[config.mk]
export PLATFORM = sky130hd
export DESIGN_NAME = cordic_sched_flat
export DESIGN_NICKNAME = d
export VERILOG_FILES = /design/src/rtl/cordic_pkg.sv /design/src/rtl/cordic_sched_if.sv /design/src/rtl/cordic_sched_arb.sv /design/src/rtl/cordic_sched.sv /design/src/flat_wrapper.sv
export SDC_FILE = /design/constraint.sdc
export NUM_CORES = 1
export LEC_CHECK = 0
export ABC_AREA = 0
export CAP_MARGIN = 0
export CORE_ASPECT_RATIO = 1.25
export CORE_MARGIN = 4
export CORE_UTILIZATION = 30
export CTS_CLUSTER_DIAMETER = 60
export DETAILED_ROUTE_END_ITERATION = 10
export GPL_TIMING_DRIVEN = 0
export PLACE_DENSITY = 0.69
export RECOVER_POWER = 25
export SYNTH_ARGS = -nofsm -noshare
export SYNTH_HDL_FRONTEND = slang
export SYNTH_SLANG_ARGS = --single-unit
[constraint.sdc]
create_clock -name clk -period 3.6 [get_ports clk]
set_clock_uncertainty 0.2 [all_clocks]
set_input_delay 0.9 -clock clk [delete_from_list [all_inputs] [get_ports clk]]
set_output_delay 0.9 -clock clk [all_outputs]
set_load 0.05 [all_outputs]
[src/rtl/cordic_pkg.sv]
// Constants and FSM state type shared by the CORDIC engine and its request scheduler.
package cordic_pkg;

    localparam int CORDIC_W    = 32;
    localparam int CORDIC_ITER = 32;

    typedef enum logic [1:0] {
        S_IDLE,
        S_ISSUE,
        S_WAIT,
        S_DONE
    } sched_state_e;

endpackage

[src/rtl/cordic_sched_if.sv]
// Requester, response and engine-side signals of the CORDIC scheduler.
// The slave modport is the scheduler; master is the requesters plus the engine.
interface cordic_sched_if
    import cordic_pkg::*;
#(
    parameter int NREQ = 4
);

    logic [NREQ-1:0]          req_valid;
    logic [NREQ*CORDIC_W-1:0] req_angle;
    logic [NREQ-1:0]          req_ready;

    logic [NREQ-1:0]          rsp_valid;
    logic [NREQ-1:0]          rsp_ready;
    logic [CORDIC_W-1:0]      rsp_cos;
    logic [CORDIC_W-1:0]      rsp_sin;

    logic                     cor_calculate;
    logic [CORDIC_W-1:0]      cor_angle;
    logic                     cor_busy;
    logic [CORDIC_W-1:0]      cor_cos;
    logic [CORDIC_W-1:0]      cor_sin;

    modport slave (
        input  req_valid, req_angle, rsp_ready, cor_busy, cor_cos, cor_sin,
        output req_ready, rsp_valid, rsp_cos, rsp_sin, cor_calculate, cor_angle
    );

    modport master (
        output req_valid, req_angle, rsp_ready, cor_busy, cor_cos, cor_sin,
        input  req_ready, rsp_valid, rsp_cos, rsp_sin, cor_calculate, cor_angle
    );

endinterface

[src/rtl/cordic_sched_arb.sv]
// Grant selection among pending requesters. With CORDIC_SCHED_RR_EN defined the search
// is round-robin from a registered pointer; otherwise the lowest index always wins.
module cordic_sched_arb
    import cordic_pkg::*;
#(
    parameter int NREQ = 4,
    parameter int ID_W = $clog2(NREQ)
) (
    input  logic            clk,
    input  logic            reset,
    input  logic [NREQ-1:0] req_valid,
    input  logic            advance,
    output logic            grant_vld,
    output logic [ID_W-1:0] grant_id
);

`ifdef CORDIC_SCHED_RR_EN
    logic [ID_W-1:0]   ptr_q, ptr_d;
    logic [2*NREQ-1:0] dbl;
    logic [NREQ-1:0]   rot;

    function automatic logic [ID_W-1:0] wrap_id(input int v);
        return ID_W'((v >= NREQ) ? v - NREQ : v);
    endfunction

    // Rotate so bit 0 of rot is the requester at the pointer, then take the lowest set bit.
    always_comb begin
        dbl       = {req_valid, req_valid} >> ptr_q;
        rot       = dbl[NREQ-1:0];
        grant_vld = 1'b0;
        grant_id  = '0;
        for (int i = NREQ - 1; i >= 0; i--) begin
            if (rot[i]) begin
                grant_vld = 1'b1;
                grant_id  = wrap_id(int'(ptr_q) + i);
            end
        end
    end

    always_comb begin
        ptr_d = ptr_q;
        if (advance) begin
            ptr_d = wrap_id(int'(grant_id) + 1);
        end
    end

    always_ff @(posedge clk or posedge reset) begin
        if (reset) begin
            ptr_q <= '0;
        end else begin
            ptr_q <= ptr_d;
        end
    end
`else
    logic unused_rr;
    assign unused_rr = ^{clk, reset, advance};

    always_comb begin
        grant_vld = 1'b0;
        grant_id  = '0;
        for (int i = NREQ - 1; i >= 0; i--) begin
            if (req_valid[i]) begin
                grant_vld = 1'b1;
                grant_id  = ID_W'(i);
            end
        end
    end
`endif

endmodule

[src/rtl/cordic_sched.sv]
// Shares one iterative CORDIC engine among NREQ requesters and returns each result to its owner.
// Arbitration is round-robin when CORDIC_SCHED_RR_EN is defined, fixed priority otherwise.
module cordic_sched
    import cordic_pkg::*;
#(
    parameter int NREQ = 4,
    parameter int ID_W = $clog2(NREQ)
) (
    input  logic          clk,
    input  logic          reset,
    cordic_sched_if.slave bus
);

    sched_state_e        state_q, state_d;
    logic [CORDIC_W-1:0] angle_q, angle_d;
    logic [ID_W-1:0]     id_q, id_d;
    logic                rsp_vld_q, rsp_vld_d;
    logic [ID_W-1:0]     rsp_id_q, rsp_id_d;
    logic [CORDIC_W-1:0] rsp_cos_q, rsp_cos_d;
    logic [CORDIC_W-1:0] rsp_sin_q, rsp_sin_d;

    logic                grant_vld;
    logic [ID_W-1:0]     grant_id;
    logic                accept;
    logic                rsp_take;
    logic                rsp_free;

    cordic_sched_arb #(
        .NREQ (NREQ),
        .ID_W (ID_W)
    ) u_arb (
        .clk       (clk),
        .reset     (reset),
        .req_valid (bus.req_valid),
        .advance   (accept),
        .grant_vld (grant_vld),
        .grant_id  (grant_id)
    );

    // NOTE: every always_comb output is given a default first, so no path can infer a latch.
    always_comb begin
        state_d   = state_q;
        angle_d   = angle_q;
        id_d      = id_q;
        rsp_vld_d = rsp_vld_q;
        rsp_id_d  = rsp_id_q;
        rsp_cos_d = rsp_cos_q;
        rsp_sin_d = rsp_sin_q;
        accept    = 1'b0;

        // Consume and reload may coincide: the slot counts as free in the consuming cycle.
        rsp_take = rsp_vld_q && bus.rsp_ready[rsp_id_q];
        rsp_free = !rsp_vld_q || rsp_take;
        if (rsp_take) begin
            rsp_vld_d = 1'b0;
        end

        case (state_q)
            S_IDLE: begin
                // Nothing is taken while the engine is still busy or reset is held.
                if (!reset && !bus.cor_busy && grant_vld) begin
                    accept  = 1'b1;
                    angle_d = bus.req_angle[grant_id*CORDIC_W +: CORDIC_W];
                    id_d    = grant_id;
                    state_d = S_ISSUE;
                end
            end
            S_ISSUE: state_d = S_WAIT;
            S_WAIT: begin
                if (!bus.cor_busy) begin
                    state_d = S_DONE;
                end
            end
            S_DONE: begin
                if (rsp_free) begin
                    rsp_vld_d = 1'b1;
                    rsp_id_d  = id_q;
                    rsp_cos_d = bus.cor_cos;
                    rsp_sin_d = bus.cor_sin;
                    state_d   = S_IDLE;
                end
            end
            default: state_d = S_IDLE;
        endcase
    end

    // NOTE: sequential state uses non-blocking assignments so all flops sample pre-edge values.
    always_ff @(posedge clk or posedge reset) begin
        if (reset) begin
            state_q   <= S_IDLE;
            angle_q   <= '0;
            id_q      <= '0;
            rsp_vld_q <= 1'b0;
            rsp_id_q  <= '0;
            // NOTE: result registers are reset as well because they drive the ports directly.
            rsp_cos_q <= '0;
            rsp_sin_q <= '0;
        end else begin
            state_q   <= state_d;
            angle_q   <= angle_d;
            id_q      <= id_d;
            rsp_vld_q <= rsp_vld_d;
            rsp_id_q  <= rsp_id_d;
            rsp_cos_q <= rsp_cos_d;
            rsp_sin_q <= rsp_sin_d;
        end
    end

    assign bus.req_ready     = accept ? ({{(NREQ-1){1'b0}}, 1'b1} << grant_id) : '0;
    assign bus.rsp_valid     = rsp_vld_q ? ({{(NREQ-1){1'b0}}, 1'b1} << rsp_id_q) : '0;
    assign bus.rsp_cos       = rsp_cos_q;
    assign bus.rsp_sin       = rsp_sin_q;
    assign bus.cor_calculate = (state_q == S_ISSUE);
    assign bus.cor_angle     = angle_q;

endmodule

[src/flat_wrapper.sv]
// flat-port wrapper written by rule: the top's interface ports become plain ports
module cordic_sched_flat import cordic_pkg::*;
#(
    parameter int NREQ = 4,
    parameter int ID_W = $clog2(NREQ)
)
  (clk, reset, bus_req_valid, bus_req_angle, bus_rsp_ready, bus_cor_busy, bus_cor_cos, bus_cor_sin, bus_req_ready, bus_rsp_valid, bus_rsp_cos, bus_rsp_sin, bus_cor_calculate, bus_cor_angle);
  cordic_sched_if #(.NREQ(NREQ)) bus_i ();
  input  logic clk;
  input  logic reset;
  input wire logic [$bits(bus_i.req_valid)-1:0] bus_req_valid;
  input wire logic [$bits(bus_i.req_angle)-1:0] bus_req_angle;
  input wire logic [$bits(bus_i.rsp_ready)-1:0] bus_rsp_ready;
  input wire logic [$bits(bus_i.cor_busy)-1:0] bus_cor_busy;
  input wire logic [$bits(bus_i.cor_cos)-1:0] bus_cor_cos;
  input wire logic [$bits(bus_i.cor_sin)-1:0] bus_cor_sin;
  output wire logic [$bits(bus_i.req_ready)-1:0] bus_req_ready;
  output wire logic [$bits(bus_i.rsp_valid)-1:0] bus_rsp_valid;
  output wire logic [$bits(bus_i.rsp_cos)-1:0] bus_rsp_cos;
  output wire logic [$bits(bus_i.rsp_sin)-1:0] bus_rsp_sin;
  output wire logic [$bits(bus_i.cor_calculate)-1:0] bus_cor_calculate;
  output wire logic [$bits(bus_i.cor_angle)-1:0] bus_cor_angle;
  assign bus_i.req_valid = bus_req_valid;
  assign bus_i.req_angle = bus_req_angle;
  assign bus_i.rsp_ready = bus_rsp_ready;
  assign bus_i.cor_busy = bus_cor_busy;
  assign bus_i.cor_cos = bus_cor_cos;
  assign bus_i.cor_sin = bus_cor_sin;
  assign bus_req_ready = bus_i.req_ready;
  assign bus_rsp_valid = bus_i.rsp_valid;
  assign bus_rsp_cos = bus_i.rsp_cos;
  assign bus_rsp_sin = bus_i.rsp_sin;
  assign bus_cor_calculate = bus_i.cor_calculate;
  assign bus_cor_angle = bus_i.cor_angle;
  cordic_sched #(.NREQ(NREQ), .ID_W(ID_W)) u_core (.clk(clk), .reset(reset), .bus(bus_i));
endmodule
==> results of run 1 <==
-- power breakdown --
| group | total, mW | switching [mW] | leakage [nW] | internal, mW |
|---|---|---|---|---|
| Combinational | 5.19 | 3.06 | 2.39 | 2.13 |
| Sequential | 2.10 | 0.338 | 1.20 | 1.76 |
| Clock | 1.03 | 0.456 | 0.149 | 0.570 |
-- routing by layer --
metal | routed length, um | up-vias | share of wire, %
met5 | 0 | - | 0
met4 | 433 | 0 | 2.3
met3 | 1840 | 28 | 9.8
met2 | 9070 | 279 | 48
met1 | 7420 | 2276 | 40
li1 | - | 2240 | -
-- cells by family after synthesis --
| group | synth area share [%] |
|---|---|
| and+or+nand+nor | 13.3 |
| DFF | 48.9 |
| AOI/OAI and AO/OA | 13.5 |
| muxes | 17.9 |
| buffers and inverters | 5.20 |
| adders and majority gates | 1.19 |
-- cells in the final DEF, fill, tap and decap left out, drive strengths merged, types with 2 or more instances in the layout --
cell type,Yosys,routed
a21o,31,31
a21oi,4,4
a22oi,31,31
a31oi,33,33
and2,3,3
and3,3,3
buf,28,26
clkbuf,8,23
clkdlybuf4s15,0,2
clkdlybuf4s50,0,300
clkinvlp,0,3
dfrtp,103,103
ha,5,5
inv,3,4
mux2,67,67
mux2i,3,3
nand2,35,35
nand3,3,3
nand3b,33,33
nor2,41,41
nor2b,3,3
nor3,2,2
nor3b,2,2
-- timing repair --
item / CTS / global route
gates resized for setup: 23 / 3
endpoints found under the hold margin: 0 / 0
endpoints found under the setup margin: 4 / 4
-- worst max-delay path by stage --
| stage | start | end | depth (start not counted) |
|---|---|---|---|
| 5_1_grt | reset | bus_req_ready[1] | 4 |
| 2_1_floorplan | reset | bus_req_ready[1] | 2 |
| 4_1_cts | bus_req_valid[3] | bus_req_ready[3] | 6 |
| 6_report | reset | bus_req_ready[1] | 4 |
| 3_5_place_dp | bus_req_valid[1] | bus_req_ready[1] | 5 |
| 3_3_place_gp | bus_req_valid[1] | bus_req_ready[1] | 5 |
-- sequential cells by signal (all words and copies together), names as in the netlist --
register	cells
u_core.bus.cor_angle	32
u_core.bus.rsp_cos	32
u_core.bus.rsp_sin	32
u_core.id_q	2
u_core.rsp_id_q	2
u_core.state_q	2
u_core.rsp_vld_q	1
-- metrics by stage --
step | setup slack (ns) | setup TNS, ns
floorplan | 0.0239 | 0
global placement | -0.897 | -2.83
detailed placement | -0.847 | -2.77
CTS | 0.0198 | 0
global route | 0.0393 | 0
finish | 0.0927 | 0
-- final cells by class --
type	instances	area share, %
buffer	35	2.70
inverter	3	0.140
clock buffer	10	2.68
tap	220	3.08
sequential	103	28.9
clock inverter	6	0.855
multi-input combinational	305	27.1
timing repair buffer	308	34.6
==> reports/results.ini, run 1 <==
[grt]
grt_pass1_wl_mm = 28.6
track_usage_pct = 18.2
grtUsageMet2_pct = 31.4
globalRouteMet3Util_pct = 6.54
grt_max_degree = 43
grt_pass1_vias = 5285
top_usage_layer = met2
gr-total-overflow = 0
antenna_found_initial = 0
met1_usage_pct = 21.3

[critical_path]
r2r_end = u_core.bus.rsp_sin[23]
cp.arrival_ns = 2.41
crit_buf_inv = 2
endpoint_kind = output port
crit_type = in2out
critPathMaxFanout = 4
ff2ff_path_depth = 7
crit_chain = clkdlybuf4s50_1 > or3b_4 > nor3b_2 > buf_4
ff2ff_setup_slack_ns = 1.05
cp.required_ns = 2.50
cp-start-kind = input pin
slowest_delay_ns = 0.52
slowest_stage = clkdlybuf4s50_1
r2r-start = u_core.rsp_id_q[1]
crit_family = buffers and inverters

[synthesis]
synth_top_area_share_pct = 48.9
yosysSeqAreaShare_pct = 48.9
yosys_warnings = 0
synth_edf_count = 0
synth.distinct_cells = 36
synth-main-ff-cell = dfrtp_1
yosysMostFrequentCell = dfrtp_1
synthArstFlopShare_pct = 100
synth-seq-cells = 103
synth_common_cells = dfrtp_1, mux2_4, nor2_1
synth_nets = 655
syn_inst = 447
synthesis.area_um2 = 5270
avgSynthCellArea_um2 = 11.8
ys_top_cells_by_area = dfrtp_1, mux2_4, mux2_2
yosys.area.top_type = dfrtp_1

[placed_design]
dpl_cell_area_um2 = 8650
hpwl_mm = 15.3
portBuffers = 306
dp.cells = 975
gp_congestion = 0.945

[worst_hold_path]
hp-class = reg2reg
hold_depth = 1
min_to = u_core.bus.rsp_sin[0]
hp-start = u_core.bus.rsp_sin[0]

[die]
die_w_um = 127
core_um2 = 17000
pin_count = 308
initial_utilization_pct = 30.9
chipHeight_um = 156
rows = 53
die_area_um2 = 19800

[route]
vias = 4823
dr.first_iter.drc_count = 192
via_per_inst = 4.87
drc = 0
routedWlPerCell_um = 19.0
wl_mm = 18.8
ant_nets = 0
drt_first_pass_iters = 4

[final_layout]
multiInputGateArea_um2 = 2420
seqCellArea_um2 = 2580
fillers = 1488
final_core_util_pct = 52.4
nets = 973
drive_gt1_share_pct = 15.8
finalNonFillerCells = 990
syn_to_final_growth_pct = 69.4
diodes = 0
final_cell_area_um2 = 8930

[timing]
rsz0062_at_grt = false
finalCritPeriodShare_pct = 97.4
drv_slew = 0
maxSlewHeadroom_pct = 16.4
fmax_ghz = 0.285
hold_slack_ns = 0.304
fin_crit_ns = 3.51
worstMarginPinSlew_ns = 1.25
setup_viol = 0
final_hold_viol_count = 0

[cts]
clk_latency_ns = 0.34
clk_path_buf_depth = 2
cts_sinks = 103
ctsRootBufferMaster = clkbuf_16
postCtsSetupRepairBufs = 0
cts_tree = done
ctsHoldBuffers = 0
htree_levels = 3
cts_made_buffers = 9
clk_pin_slew_worst_paths_ns = 0.07

[pwr]
ir_drop_mv = 0.309
power_mw = 8.32
power_density_nw_per_um2 = 932
power_leakage_nw = 3.74

[job]
max-cap-violations = 0

[outcome]
status = completed

(Power assumes the default switching activity.)
==> run 2: changes to the inputs <==
--- a/config.mk
+++ b/config.mk
@@ -5,7 +5,7 @@
 export SDC_FILE = /design/constraint.sdc
 export NUM_CORES = 1
 export LEC_CHECK = 0
-export ABC_AREA = 0
+export ABC_AREA = 1
 export CAP_MARGIN = 0
 export CORE_ASPECT_RATIO = 1.25
 export CORE_MARGIN = 4
@@ -13,8 +13,8 @@
 export CTS_CLUSTER_DIAMETER = 60
 export DETAILED_ROUTE_END_ITERATION = 10
 export GPL_TIMING_DRIVEN = 0
-export PLACE_DENSITY = 0.69
-export RECOVER_POWER = 25
+export PLACE_DENSITY = 0.67
+export SETUP_SLACK_MARGIN = 0.4
 export SYNTH_ARGS = -nofsm -noshare
 export SYNTH_HDL_FRONTEND = slang
 export SYNTH_SLANG_ARGS = --single-unit
==> run 2 against run 1 <==
Compared with the run above: setup slack better by 0.36 ns; flip-flop and latch count stayed put; die area is 7.5% higher; synthesized cell count is 80% higher; total power is 5.8% lower; hold slack worse by 0.032 ns; cell count is 38% higher.
==> reports/results.ini, run 2 <==
[final_layout]
final_common_cell = clkdlybuf4s50_1
finalNonFillerCells = 1367
drive_gt1_share_pct = 9.60
fillers = 1909
multiInputGateArea_um2 = 2620
diodes = 0
syn_to_final_growth_pct = 67.8
final_cell_mix = clkdlybuf4s50_1, nand2_1, nand3_1
seqCellArea_um2 = 2580
nets = 1338
final_cell_area_um2 = 9550

[cts]
cts_tree = done
ctsRootBufferMaster = clkbuf_16
cts_sinks = 103
clk_pin_slew_worst_paths_ns = 0.08
clk_latency_ns = 0.35
htree_levels = 3
clk_path_buf_depth = 2
cts_made_buffers = 9

[grt]
antenna_found_initial = 0
grt_pass1_wl_mm = 33.9
grt_pass1_vias = 6324
gr-total-overflow = 0
track_usage_pct = 20.0
grt_max_degree = 37

[timing]
worstMarginPinSlew_ns = 0.679
rsz0062_at_grt = false
fin_crit_ns = 3.14
worst_slack_ns = 0.457
maxSlewHeadroom_pct = 54.7
fmax_ghz = 0.318
fin_tns_setup_ns = 0
finalCritPeriodShare_pct = 87.3
setup_viol = 0
final_hold_viol_count = 0
drv_slew = 0

[synthesis]
synth_common_cells = nand2_1, nand3_1, dfrtp_1
synth-main-ff-cell = dfrtp_1
synth_top_area_share_pct = 45.3
yosysSeqAreaShare_pct = 45.3
yosysMostFrequentCell = nand2_1
yosys_warnings = 0
synthArstFlopShare_pct = 100
synth_edf_count = 0
synthesis.area_um2 = 5690
ys_top_cells_by_area = dfrtp_1, nand3_1, nand2_1
avgSynthCellArea_um2 = 7.06
syn_inst = 806
yosys.area.top_type = dfrtp_1
synth.distinct_cells = 22
synth-seq-cells = 103
synth_nets = 1014

[placed_design]
dp.cells = 1347
dpl_worst_slack_ns = -0.969
gp_congestion = 0.823
portBuffers = 306
hpwl_mm = 17.1
dpl_cell_area_um2 = 9130

[worst_hold_path]
hold_depth = 2
hp-class = reg2reg
hp-start = u_core.bus.rsp_sin[25]

[critical_path]
ff2ff_path_depth = 6
critPathMaxFanout = 10
cp-start-kind = input pin
cp.required_ns = 2.50
r2r-start = u_core.state_q[0]
critPathLaunch = bus_req_valid[1]
cp.arrival_ns = 2.04
crit_type = in2out
endpoint_kind = output port

[route]
routedWlPerCell_um = 15.8
drc = 0
wl_mm = 21.5
drt_first_pass_iters = 4
vias = 6288
ant_nets = 0
via_per_inst = 4.60
dr.first_iter.drc_count = 270

[die]
die_w_um = 131
rows = 56
die_area_um2 = 21200
initial_utilization_pct = 30.4
pin_count = 308
chipHeight_um = 162
core_um2 = 18700

[pwr]
ir_drop_mv = 0.298
power_leakage_nw = 4.66
power_density_nw_per_um2 = 821

[outcome]
status = completed

[job]
max-cap-violations = 0

-- run 2: what timing repair did --
action,in CTS,in global routing
setup buffers,4,0
pin swaps,5,0
resized for setup,63,6
endpoints found under the setup margin,4,5
hold buffers,0,0
-- run 2: area by class of cell --
class | count | share of cell area [%]
Buffer | 55 | 3.20
Clock buffer | 10 | 2.40
Clock inverter | 6 | 0.563
Inverter | 80 | 3.24
Multi-Input combinational cell | 568 | 27.4
Sequential cell | 103 | 27.0
Tap cell | 232 | 3.04
Timing Repair Buffer | 313 | 33.2
-- run 2: where the power goes --
group / internal [mW] / switching, mW / total [mW]
registers: 1.72 / 0.303 / 2.02
clock network: 0.481 / 0.478 / 0.960
logic: 1.67 / 3.19 / 4.86
total: 3.87 / 3.97 / 7.84
-- run 2: routing by layer --
| metal | share of wire (%) | GRT usage [%] |
|---|---|---|
| met5 | 0 | 0 |
| met4 | 2.1 | 6.06 |
| met3 | 8.2 | 6.07 |
| met2 | 50 | 36.4 |
| met1 | 40 | 22.7 |
-- run 2: path summary, 6_finish.rpt --
path | slack (ns) | to
max | 0.46 | bus_req_ready[3]
min | 0.27 | u_core.bus.rsp_sin[25]
max reg2reg | 1.34 | u_core.bus.rsp_sin[0]
min reg2reg | 0.27 | u_core.bus.rsp_sin[25]
max in group asynchronous | 1.91 | u_core.bus.rsp_cos[19]
min in group asynchronous | 0.58 | u_core.bus.rsp_sin[15]
-- run 2: per-stage QoR --
stage	hold slack (ns)	total power, mW	utilization (%)
after CTS	0.276	7.94	51.0
after global routing	0.289	8.32	51.0
after detailed placement	0.258	6.92	48.8
final	0.272	7.84	51.0
after global placement	0.252	6.85	48.5
after floorplan	0.251	5.14	-
-- run 2: cell families (layout without fill, tap and decap cells) --
kind of cell | Yosys count | after routing | synth area share [%]
buffers and inverters | 135 | 464 | 10.2
and+or+nand+nor | 559 | 559 | 43.0
AOI/OAI and AO/OA | 4 | 4 | 0.418
DFF | 103 | 103 | 45.3
adders and majority gates | 5 | 5 | 1.10
-- run 2: critical path, cell delays in order --
cell and delay, ns:
dlygate4sd2_1 0.27, nor2_4 0.12, o21ai_2 0.08, buf_4 0.15
buf_6 0.14, nor3_4 0.19, buf_6 0.18
==> run 3: changes to the inputs <==
--- a/config.mk
+++ b/config.mk
@@ -12,8 +12,8 @@
 export CORE_UTILIZATION = 30
 export CTS_CLUSTER_DIAMETER = 60
 export DETAILED_ROUTE_END_ITERATION = 10
+export DONT_BUFFER_PORTS = 1
 export GPL_TIMING_DRIVEN = 0
-export PLACE_DENSITY = 0.67
 export SETUP_SLACK_MARGIN = 0.4
 export SYNTH_ARGS = -nofsm -noshare
 export SYNTH_HDL_FRONTEND = slang
==> run 3 against run 2 <==
Compared with the run above: clock-buffer cell count down 1; cell count down 22%; total power down 15%; global-route usage down 1.5 points; via count down 16%; critical path type unchanged.
==> reports/results.ini, run 3 (same netlist as run 2, synthesis figures left out) <==
[die]
core_um2 = 18700
rows = 56
die_area_um2 = 21200
chipHeight_um = 162
initial_utilization_pct = 30.4
pin_count = 308
die_w_um = 131

[pwr]
internal_power_mw = 2.88
switching_share_pct = 57.0
p_clk_share_pct = 15.7
power_frac_comb_pct = 25.2
power_leakage_nw = 3.46
p_switching_mw = 3.82
power_density_nw_per_um2 = 1030
seqPwrFrac_pct = 59.1
ir_drop_mv = 0.265

[placed_design]
dp.cells = 1040
hpwl_mm = 16.3
portBuffers = 0
gp_congestion = 0.896

[route]
routedWlPerCell_um = 18.7
via_per_inst = 4.98
vias = 5294
dr.first_iter.drc_count = 290
wl_mm = 19.8
ant_nets = 0
drt_first_pass_iters = 4
drc = 0

[cts]
htree_levels = 3
ctsRootBufferMaster = clkbuf_16
cts_sinks = 103
clk_path_buf_depth = 2
cts_made_buffers = 9
ctsHoldBuffers = 0
cts_tree = done
clk_latency_ns = 0.35
clk_pin_slew_worst_paths_ns = 0.07

[final_layout]
syn_to_final_growth_pct = 14.8
final_cell_mix = nand2_1, nand3_1, dfrtp_1
final_common_cell = nand2_1
nets = 1033
finalNonFillerCells = 1064
fillers = 2029
drive_gt1_share_pct = 12.8

[critical_path]
crit_type = in2out
cp.required_ns = 2.50
critPathMaxFanout = 10
cp-start-kind = input pin
endpoint_kind = output port
cp.arrival_ns = 2.06

[timing]
worstMarginPinSlew_ns = 1.43
fmax_ghz = 0.317
fin_tns_setup_ns = 0
drv_slew = 0
finalCritPeriodShare_pct = 87.7
rsz0062_at_grt = true
setup_viol = 0
fin_crit_ns = 3.16
final_hold_viol_count = 0
maxSlewHeadroom_pct = 4.18

[grt]
grt_pass1_vias = 5459
grt_max_degree = 37
antenna_found_initial = 1
gr-total-overflow = 0
grt_pass1_wl_mm = 30.8
track_usage_pct = 18.5

[outcome]
status = completed

[worst_hold_path]
hp-class = reg2reg

[job]
max-cap-violations = 0

run 3: cell types whose count changed in the layout (fill, tap and decap cells not counted), sizes merged:
cell           delta
inv               +2
clkinvlp          -3
bufinv            +1
clkdlybuf4s50   -295
diode             +2
clkinv            +1
clkbuf            -2
dlygate4sd2       -3
buf               -3
dlymetal6s2s      -2
clkdlybuf4s15     -1
run 3: final cells by class:
cell class	instances	area (um2)	share of cell area, %
diodes	2	5.00	0.0767
plain buffers	55	308	4.71
clock buffers	9	225	3.45
clock inverters	7	97.6	1.49
inverters	80	312	4.77
multi-input cells	568	2620	40.1
flip-flops and latches	103	2580	39.5
well taps	232	290	4.45
repair buffers	8	92.6	1.42
run 3: power by group through the flow:
stage	registers, mW	clock network, mW	logic (mW)
after floorplan	3.80	0	1.33
after global placement	3.98	0	1.62
after detailed placement	4.00	0	1.67
after CTS	3.97	1.09	1.70
after global routing	4.04	1.15	1.96
final	3.95	1.05	1.69
run 3: what timing repair did:
action	in CTS	in global routing
gates resized for setup	20	7
setup buffers	3	3
pin swaps	5	4
endpoints found under the setup margin	7	5
run 3: critical path, stage by stage:
cell	delay [ns]
buf_6	0.12
inv_1	0.05
nand2_1	0.09
nand2_1	0.10
nand2_2	0.12
buf_6	0.18
nor3_4	0.50
run 3: per-layer routing:
metal	wire length (um)	up-vias	GRT usage [%]	share of wire [%]
li1	-	2561	-	-
met4	533	0	6.78	2.7
met2	10200	278	33.9	52
met1	7070	2426	18.8	36
met5	0	-	0	0
met3	2010	29	7.68	10
run 3: worst paths after layout:
path / from / end / slack [ns] / cells past startpoint
worst min-delay path: u_core.id_q[1] / u_core.id_q[1] / 0.32 / 2
worst max register to register: u_core.state_q[0] / u_core.bus.rsp_sin[31] / 1.35 / 6
worst min register to register: u_core.id_q[1] / u_core.id_q[1] / 0.32 / 2
worst max-delay path: bus_req_valid[2] / bus_req_ready[3] / 0.44 / 7
max in group asynchronous: reset / u_core.bus.rsp_cos[15] / 1.97 / 3
min in group asynchronous: reset / u_core.bus.cor_angle[2] / 0.33 / 1
run 3: metrics by stage:
step	util (%)	cell area, um2	setup slack [ns]	power [mW]	hold slack (ns)
2_1_floorplan	-	5710	-0.0836	5.14	0.251
4_1_cts	34.6	6470	0.348	6.76	0.327
6_report	34.9	6530	0.443	6.69	0.319
5_1_grt	34.9	6530	0.384	7.15	0.374
3_3_place_gp	32.1	6000	-0.428	5.61	0.299
3_5_place_dp	32.4	6050	-0.140	5.67	0.311
